==> config.mk <==
export PLATFORM = sky130hd
export DESIGN_NAME = memory_xbar_flat
export DESIGN_NICKNAME = d
export VERILOG_FILES = /design/src/rtl/memory_xbar_if.sv /design/src/rtl/memory_xbar.sv /design/src/flat_wrapper.sv
export SDC_FILE = /design/constraint.sdc
export NUM_CORES = 1
export LEC_CHECK = 0
export ABC_AREA = 1
export BUFFER_PORTS_ARGS = -buffer_cell sky130_fd_sc_hd__buf_2
export CORE_AREA = 2 2 124 126
export DETAILED_ROUTE_END_ITERATION = 7
export DIE_AREA = 0 0 126 128
export GPL_ROUTABILITY_DRIVEN = 0
export PLACE_DENSITY_LB_ADDON = 0.08
export SKIP_CTS_REPAIR_TIMING = 1
export SLEW_MARGIN = 20
export SYNTH_ARGS = -nofsm -noshare
export SYNTH_HDL_FRONTEND = slang
export SYNTH_SLANG_ARGS = --single-unit
==> constraint.sdc <==
create_clock -name clock -period 1.5 [get_ports clock]
set_clock_uncertainty 0.1 [all_clocks]
set_input_delay 0.15 -clock clock [delete_from_list [all_inputs] [get_ports clock]]
set_output_delay 0.15 -clock clock [all_outputs]
set_load 0.05 [all_outputs]
==> src/rtl/memory_xbar_if.sv <==
// -----------------------------------------------------------------------------
// memory_xbar_if
// Bundles both sides of the memory interconnect: the single master's memory
// port (memory_*) and the shared/one-hot request buses towards the slaves
// (slv_*).
//
// Modports:
//   slave  - the interconnect's view. It is the slave of the master's memory
//            port and it drives the request buses towards the peripherals.
//   master - the environment's view: the master driving requests and the
//            peripherals answering them.
//
// Signals:
//   memory_valid/instr/addr/wdata/wstrb   request from master
//   memory_rdata/ready/error              response to master
//   slv_valid (one-hot), slv_instr/addr/wdata/wstrb (shared)
//   slv_rdata (NSLAVE*32), slv_ready (NSLAVE) from the peripherals
// -----------------------------------------------------------------------------
interface memory_xbar_if #(
   parameter int NSLAVE = 4
);
   logic                    memory_valid;
   logic                    memory_instr;
   logic [31:0]             memory_addr;
   logic [31:0]             memory_wdata;
   logic [3:0]              memory_wstrb;
   logic [31:0]             memory_rdata;
   logic                    memory_ready;
   logic                    memory_error;

   logic [NSLAVE-1:0]       slv_valid;
   logic                    slv_instr;
   logic [31:0]             slv_addr;
   logic [31:0]             slv_wdata;
   logic [3:0]              slv_wstrb;
   logic [NSLAVE*32-1:0]    slv_rdata;
   logic [NSLAVE-1:0]       slv_ready;

   modport slave (
      input  memory_valid, memory_instr, memory_addr, memory_wdata, memory_wstrb,
      output memory_rdata, memory_ready, memory_error,
      output slv_valid, slv_instr, slv_addr, slv_wdata, slv_wstrb,
      input  slv_rdata, slv_ready
   );

   modport master (
      output memory_valid, memory_instr, memory_addr, memory_wdata, memory_wstrb,
      input  memory_rdata, memory_ready, memory_error,
      input  slv_valid, slv_instr, slv_addr, slv_wdata, slv_wstrb,
      output slv_rdata, slv_ready
   );
endinterface

==> src/rtl/memory_xbar.sv <==
// -----------------------------------------------------------------------------
// memory_xbar
// Single-master, NSLAVE-slave memory interconnect with a parameterised address
// map, registered request/response paths, a per-transaction ownership FSM,
// an error response for unmapped addresses and a watchdog on silent slaves.
//
// Ports:
//   clock      system clock
//   reset      asynchronous active-low reset
//   host_addr  host-address override (only when HOST_ADDR_EN is defined)
//   bus        memory_xbar_if.slave (master memory port + slave buses)
//
// Optional feature macro: HOST_ADDR_EN
//   When defined, an exact match memory_addr == host_addr (host_addr != 0)
//   wins over the range decode and routes to HOST_SLAVE with the untranslated
//   address. When undefined, decode is range-only and host_addr is absent.
// -----------------------------------------------------------------------------
module memory_xbar #(
   parameter int                   NSLAVE     = 4,
   parameter logic [NSLAVE*32-1:0] SLV_BASE   = {32'h0, 32'h2000000, 32'h1000000, 32'h0},
   parameter logic [NSLAVE*32-1:0] SLV_TOP    = {32'h0, 32'h200C000, 32'h1000004, 32'h0},
   parameter int                   TIMEOUT    = 255,
   parameter int                   HOST_SLAVE = 0
) (
   input logic          clock,
   input logic          reset,
`ifdef HOST_ADDR_EN
   input logic [31:0]   host_addr,
`endif
   memory_xbar_if.slave bus
);

   localparam int IW = (NSLAVE > 1) ? $clog2(NSLAVE) : 1;
   localparam int CW = (TIMEOUT > 1) ? $clog2(TIMEOUT + 1) : 1;
   // The watchdog fires when the counter would reach TIMEOUT, so a ready in
   // that same cycle is still taken as a success.
   localparam logic [CW-1:0] CNT_LAST = CW'(TIMEOUT - 1);

   typedef enum logic [2:0] {IDLE, ISSUE, WAIT, ERR, RESP} state_t;

   state_t             r_state;
   logic [IW-1:0]      r_sel;
   logic [CW-1:0]      r_cnt;
   logic [NSLAVE-1:0]  r_slvValid;
   logic               r_instr;
   logic [31:0]        r_addr;
   logic [31:0]        r_wdata;
   logic [3:0]         r_wstrb;
   logic [31:0]        r_rdata;
   logic               r_ready;
   logic               r_error;

   logic               w_hit;
   logic [IW-1:0]      w_idx;
   logic [31:0]        w_slvAddr;
   logic               w_selReady;
   logic [31:0]        w_selRdata;

`ifndef HOST_ADDR_EN
   logic [IW-1:0]      w_unusedHostIdx;
   assign w_unusedHostIdx = IW'(HOST_SLAVE);
`endif

   // Address decode. Walking from the highest index down lets the lowest
   // matching slave overwrite the others, so overlaps resolve to the lowest
   // index. A window with base >= top is empty and never matches.
   always_comb begin
      w_hit     = 1'b0;
      w_idx     = '0;
      w_slvAddr = bus.memory_addr;
      for (int i = NSLAVE - 1; i >= 0; i--) begin
         if ((SLV_BASE[i*32 +: 32] < SLV_TOP[i*32 +: 32]) &&
             (bus.memory_addr >= SLV_BASE[i*32 +: 32]) &&
             (bus.memory_addr <  SLV_TOP[i*32 +: 32])) begin
            w_hit     = 1'b1;
            w_idx     = IW'(i);
            w_slvAddr = bus.memory_addr - SLV_BASE[i*32 +: 32];
         end
      end
`ifdef HOST_ADDR_EN
      if ((host_addr != 32'h0) && (bus.memory_addr == host_addr)) begin
         w_hit     = 1'b1;
         w_idx     = IW'(HOST_SLAVE);
         w_slvAddr = host_addr;
      end
`endif
   end

   // Response mux: only the slave that owns the transaction is listened to,
   // so stray ready pulses from other slaves cannot complete it.
   always_comb begin
      w_selReady = 1'b0;
      w_selRdata = '0;
      for (int i = 0; i < NSLAVE; i++) begin
         if (r_sel == IW'(i)) begin
            w_selReady = bus.slv_ready[i];
            w_selRdata = bus.slv_rdata[i*32 +: 32];
         end
      end
   end

   // Ownership FSM. All outputs are registered here; slv_valid and
   // memory_ready default low every cycle so they can only ever be
   // single-cycle pulses. Requests arriving outside IDLE are dropped.
   always_ff @(posedge clock or negedge reset) begin
      if (!reset) begin
         r_state    <= IDLE;
         r_sel      <= '0;
         r_cnt      <= '0;
         r_slvValid <= '0;
         r_instr    <= 1'b0;
         r_addr     <= '0;
         r_wdata    <= '0;
         r_wstrb    <= '0;
         r_rdata    <= '0;
         r_ready    <= 1'b0;
         r_error    <= 1'b0;
      end else begin
         r_slvValid <= '0;
         r_ready    <= 1'b0;
         case (r_state)
            IDLE: begin
               if (bus.memory_valid) begin
                  r_instr <= bus.memory_instr;
                  r_addr  <= w_slvAddr;
                  r_wdata <= bus.memory_wdata;
                  r_wstrb <= bus.memory_wstrb;
                  r_sel   <= w_idx;
                  if (w_hit) begin
                     r_slvValid <= NSLAVE'(1) << w_idx;
                     r_state    <= ISSUE;
                  end else begin
                     r_state    <= ERR;
                  end
               end
            end
            ISSUE: begin
               r_cnt   <= '0;
               r_state <= WAIT;
            end
            WAIT: begin
               if (w_selReady) begin
                  r_rdata <= w_selRdata;
                  r_error <= 1'b0;
                  r_ready <= 1'b1;
                  r_state <= RESP;
               end else if (r_cnt == CNT_LAST) begin
                  r_rdata <= '0;
                  r_error <= 1'b1;
                  r_ready <= 1'b1;
                  r_state <= RESP;
               end else begin
                  r_cnt <= r_cnt + 1'b1;
               end
            end
            ERR: begin
               r_rdata <= '0;
               r_error <= 1'b1;
               r_ready <= 1'b1;
               r_state <= RESP;
            end
            RESP: begin
               r_state <= IDLE;
            end
            default: begin
               r_state <= IDLE;
            end
         endcase
      end
   end

   assign bus.slv_valid    = r_slvValid;
   assign bus.slv_instr    = r_instr;
   assign bus.slv_addr     = r_addr;
   assign bus.slv_wdata    = r_wdata;
   assign bus.slv_wstrb    = r_wstrb;
   assign bus.memory_rdata = r_rdata;
   assign bus.memory_ready = r_ready;
   assign bus.memory_error = r_error;

endmodule

==> src/flat_wrapper.sv <==
// flat-port wrapper written by rule: the top's interface ports become plain ports
module memory_xbar_flat 
#(
   parameter int                   NSLAVE     = 4,
   parameter logic [NSLAVE*32-1:0] SLV_BASE   = {32'h0, 32'h2000000, 32'h1000000, 32'h0},
   parameter logic [NSLAVE*32-1:0] SLV_TOP    = {32'h0, 32'h200C000, 32'h1000004, 32'h0},
   parameter int                   TIMEOUT    = 255,
   parameter int                   HOST_SLAVE = 0
)
  (clock, reset, bus_memory_valid, bus_memory_instr, bus_memory_addr, bus_memory_wdata, bus_memory_wstrb, bus_memory_rdata, bus_memory_ready, bus_memory_error, bus_slv_valid, bus_slv_instr, bus_slv_addr, bus_slv_wdata, bus_slv_wstrb, bus_slv_rdata, bus_slv_ready);
  memory_xbar_if #(.NSLAVE(NSLAVE)) bus_i ();
  input logic clock;
  input logic reset;
  input wire logic [$bits(bus_i.memory_valid)-1:0] bus_memory_valid;
  input wire logic [$bits(bus_i.memory_instr)-1:0] bus_memory_instr;
  input wire logic [$bits(bus_i.memory_addr)-1:0] bus_memory_addr;
  input wire logic [$bits(bus_i.memory_wdata)-1:0] bus_memory_wdata;
  input wire logic [$bits(bus_i.memory_wstrb)-1:0] bus_memory_wstrb;
  output wire logic [$bits(bus_i.memory_rdata)-1:0] bus_memory_rdata;
  output wire logic [$bits(bus_i.memory_ready)-1:0] bus_memory_ready;
  output wire logic [$bits(bus_i.memory_error)-1:0] bus_memory_error;
  output wire logic [$bits(bus_i.slv_valid)-1:0] bus_slv_valid;
  output wire logic [$bits(bus_i.slv_instr)-1:0] bus_slv_instr;
  output wire logic [$bits(bus_i.slv_addr)-1:0] bus_slv_addr;
  output wire logic [$bits(bus_i.slv_wdata)-1:0] bus_slv_wdata;
  output wire logic [$bits(bus_i.slv_wstrb)-1:0] bus_slv_wstrb;
  input wire logic [$bits(bus_i.slv_rdata)-1:0] bus_slv_rdata;
  input wire logic [$bits(bus_i.slv_ready)-1:0] bus_slv_ready;
  assign bus_i.memory_valid = bus_memory_valid;
  assign bus_i.memory_instr = bus_memory_instr;
  assign bus_i.memory_addr = bus_memory_addr;
  assign bus_i.memory_wdata = bus_memory_wdata;
  assign bus_i.memory_wstrb = bus_memory_wstrb;
  assign bus_memory_rdata = bus_i.memory_rdata;
  assign bus_memory_ready = bus_i.memory_ready;
  assign bus_memory_error = bus_i.memory_error;
  assign bus_slv_valid = bus_i.slv_valid;
  assign bus_slv_instr = bus_i.slv_instr;
  assign bus_slv_addr = bus_i.slv_addr;
  assign bus_slv_wdata = bus_i.slv_wdata;
  assign bus_slv_wstrb = bus_i.slv_wstrb;
  assign bus_i.slv_rdata = bus_slv_rdata;
  assign bus_i.slv_ready = bus_slv_ready;
  memory_xbar #(.NSLAVE(NSLAVE), .SLV_BASE(SLV_BASE), .SLV_TOP(SLV_TOP), .TIMEOUT(TIMEOUT), .HOST_SLAVE(HOST_SLAVE)) u_core (.clock(clock), .reset(reset), .bus(bus_i));
endmodule
==> impl_metrics.py <==
metrics = {
    "hold_path": {
        "whs_path_depth": 5,
        "min_path_type": "in2reg",
        "hp-start": "bus_slv_rdata[113]",
        "hold_end": "u_core.bus.memory_rdata[17]",
    },
    "synthesis": {
        "yosysWarnings": 0,
        "synth_top_area_share_pct": 50.77,
        "netlist_top_cells_area": "dfrtp_1 51%, nand2_1 23%, nand3_1 4.5%",
        "synth_area_sq_mm": 0.005914,
        "synth_top_cell_by_area": "dfrtp_1",
        "netlist_instances": 763,
        "async_flop_share_pct": 100.0,
        "synth_cell_types": 32,
        "syn_avg_cell_area_sq_um": 7.752,
        "synthFlopType": "dfrtp_1",
        "synth_edf_count": 0,
        "synth_seq_cells": 120,
        "ys_seq_area_share_pct": 50.77,
    },
    "die": {
        "initial_core_util_pct": 39.79,
        "die_h_microns": 128,
        "coreArea_sq_mm": 0.01486,
        "die_area_sq_mm": 0.01613,
        "die_w_microns": 126,
        "num_rows": 45,
        "pin_count": 311,
    },
    "cells_and_area": {
        "regArea_sq_mm": 0.003004,
        "diodes": 0,
        "drive_above_1_share_pct": 36.88,
        "multi_input_comb_area_sq_mm": 0.002850,
        "layout.nets": 1426,
        "area_growth_pct": 67.00,
        "fill_cells": 1275,
    },
    "drt": {
        "vias": 6733,
        "firstDrtPassIters": 7,
        "totalWireLength_microns": 20290,
        "antenna_left": 0,
        "routed_via_density": 4.772,
        "wl_per_cell_microns": 14.38,
        "drc_errors": 0,
        "drtIter0Drc": 325,
    },
    "cts": {
        "clock_latency_ps": 400,
        "clk_path_buf_depth": 2,
        "numCtsBuffers": 17,
        "h-tree-depth": 4,
        "clock_sinks": 120,
        "cts_tree": "done",
        "cts-root-buf": "clkbuf_16",
        "cts.clk_slew.worst_paths_ps": 50,
    },
    "critical_path": {
        "rr_worst_depth": 11,
        "cp_max_fo": 11,
        "cp-end-kind": "register",
        "reg2reg_slack_ps": -150,
        "rr_startpoint": "u_core.r_sel[1]",
        "arrival_ps": 1840,
        "r2r-end": "u_core.bus.memory_error",
        "worstSetupStartpoint": "u_core.r_sel[1]",
        "worst_ep_required_time_ps": 1690,
        "criticalPathCategory": "reg2reg",
        "start_kind": "register",
    },
    "placed_design": {
        "hpwl_microns": 14430,
        "numPortBuffers": 310,
        "post-place-ws_ps": -228.6,
    },
    "global_route": {
        "grt-ovfl-total": 0,
        "grt.total_usage_pct": 23.11,
        "grt_pass1_wl_microns": 29970,
        "antenna_found_initial": 0,
        "grt_pass1_vias": 6114,
        "grt_max_degree": 39,
    },
    "job": {
        "drv_cap": 0,
    },
    "outcome": {
        "violations": "hold timing, setup timing",
        "run_status": "finished with violations",
    },
    "timing": {
        "setup_viol": 43,
        "period_share_pct": 110.0,
        "hold_viol": 10,
        "fin_ws_ps": -150.1,
        "fin_crit_ps": 1650,
        "max_freq_ghz": 0.6060,
        "slew_violations": 0,
        "fin_worst_hold_slack_ps": -42.34,
        "grt_setup_unrepaired": "yes",
    },
    "pwr": {
        "powerDensity_mw_per_mm2": 1959,
        "p_leak_nw": 5.465,
        "ir_worst_vdd_uv": 1557,
    },
}
layer usage:
layer / wire [microns] / GRT usage, %
met5: 0 / 0
met4: 329 / 6.787
met3: 1240 / 6.386
met2: 10470 / 40.29
met1: 8247 / 28.08
how the worst max path moves through the flow:
stage          cells after the start                         end
3_3_place_gp                      10     u_core.bus.slv_addr[27]
2_1_floorplan                     10  u_core.bus.memory_rdata[2]
3_5_place_dp                      11     u_core.bus.memory_error
6_report                          11     u_core.bus.memory_error
4_1_cts                           11     u_core.bus.memory_error
5_1_grt                           11             u_core.r_cnt[2]
flip-flops by register name (all words and copies together), names as in the netlist:
register                 flops
u_core.bus.slv_valid         4
u_core.r_sel                 2
u_core.bus.memory_ready      1
u_core.bus.memory_rdata     32
u_core.bus.slv_addr         32
u_core.bus.slv_wstrb         4
u_core.r_cnt                 8
u_core.r_state               3
u_core.bus.slv_instr         1
u_core.bus.memory_error      1
u_core.bus.slv_wdata        32
power breakdown:
group          internal, mW  switching [mW]  total, mW
Combinational          2.70            7.48       10.2
Clock                  2.53            1.31       3.84
Sequential             4.60           0.723       5.33
kinds of logic after synthesis:
kind of cell             synth area share (%)
adder cells (fa/ha/maj)                 1.692
AO/OA/AOI/OAI                           9.731
other                                 0.06340
AND/OR/NAND/NOR                         32.05
buffers and inverters                   4.506
flip-flops                              50.77
XOR/XNOR                                1.185
synthesized netlist by cell type (8+ instances only):
cell type	number
o21ai_1	10
a221oi_1	13
o22ai_1	14
dfrtp_1	120
clkbuf_1	24
nor2_1	39
nand3_1	53
o21ai_0	25
ha_1	8
inv_1	21
o211ai_1	19
nand2_1	363
layout by cell type (no fill, tap or decap), types with 3 or more instances in the layout:
master           n
clkbuf_8         3
inv_4            3
buf_4           57
dfrtp_1        119
buf_2          309
nand2_1        361
buf_6            8
clkbuf_16       18
a21oi_1          4
inv_1           20
buf_12           9
nor2_1          38
o21ai_0         23
nand4_1          5
nand3_1         48
xor2_1           6
dlygate4sd3_1   83
o21ai_1         10
ha_1             8
a221oi_2        11
nand3_2          5
inv_2            4
o211ai_1        19
o22ai_1         13
clkbuf_1         4
worst max-delay path, cell delays in order, from the launching register on:
cell     delay (ps)
dfrtp_2         480
inv_4           100
nand2_4          50
o22ai_2         100
o21ai_2          80
inv_2            90
nand2_2          70
nand2_4         110
buf_12          140
nand2_1          60
nor2_1          100
nor2_1           40
through the flow:
stage          total power [mW]  setup TNS [ps]  cell area (sq um)  util [%]  instances
2_1_floorplan             12.21          -592.7               5969         -        764
3_3_place_gp              14.97           -5809               8229     55.36       1296
3_5_place_dp              15.07           -7234               8229     55.36       1296
4_1_cts                   19.00           -5991               8781     59.07       1324
5_1_grt                   20.55           -7084               9877     66.45       1411
6_report                  19.35           -3119               9877     66.45       1411
layout make-up:
class                           count  share of cell area (%)
Tap cell                          188                   2.382
Multi-Input combinational cell    579                   28.86
Timing Repair Buffer              468                   31.54
Clock buffer                       24                   4.877
Inverter                           28                   1.216
Sequential cell                   120                   30.42
Clock inverter                      4                  0.7094
(Power assumes the default switching activity.)
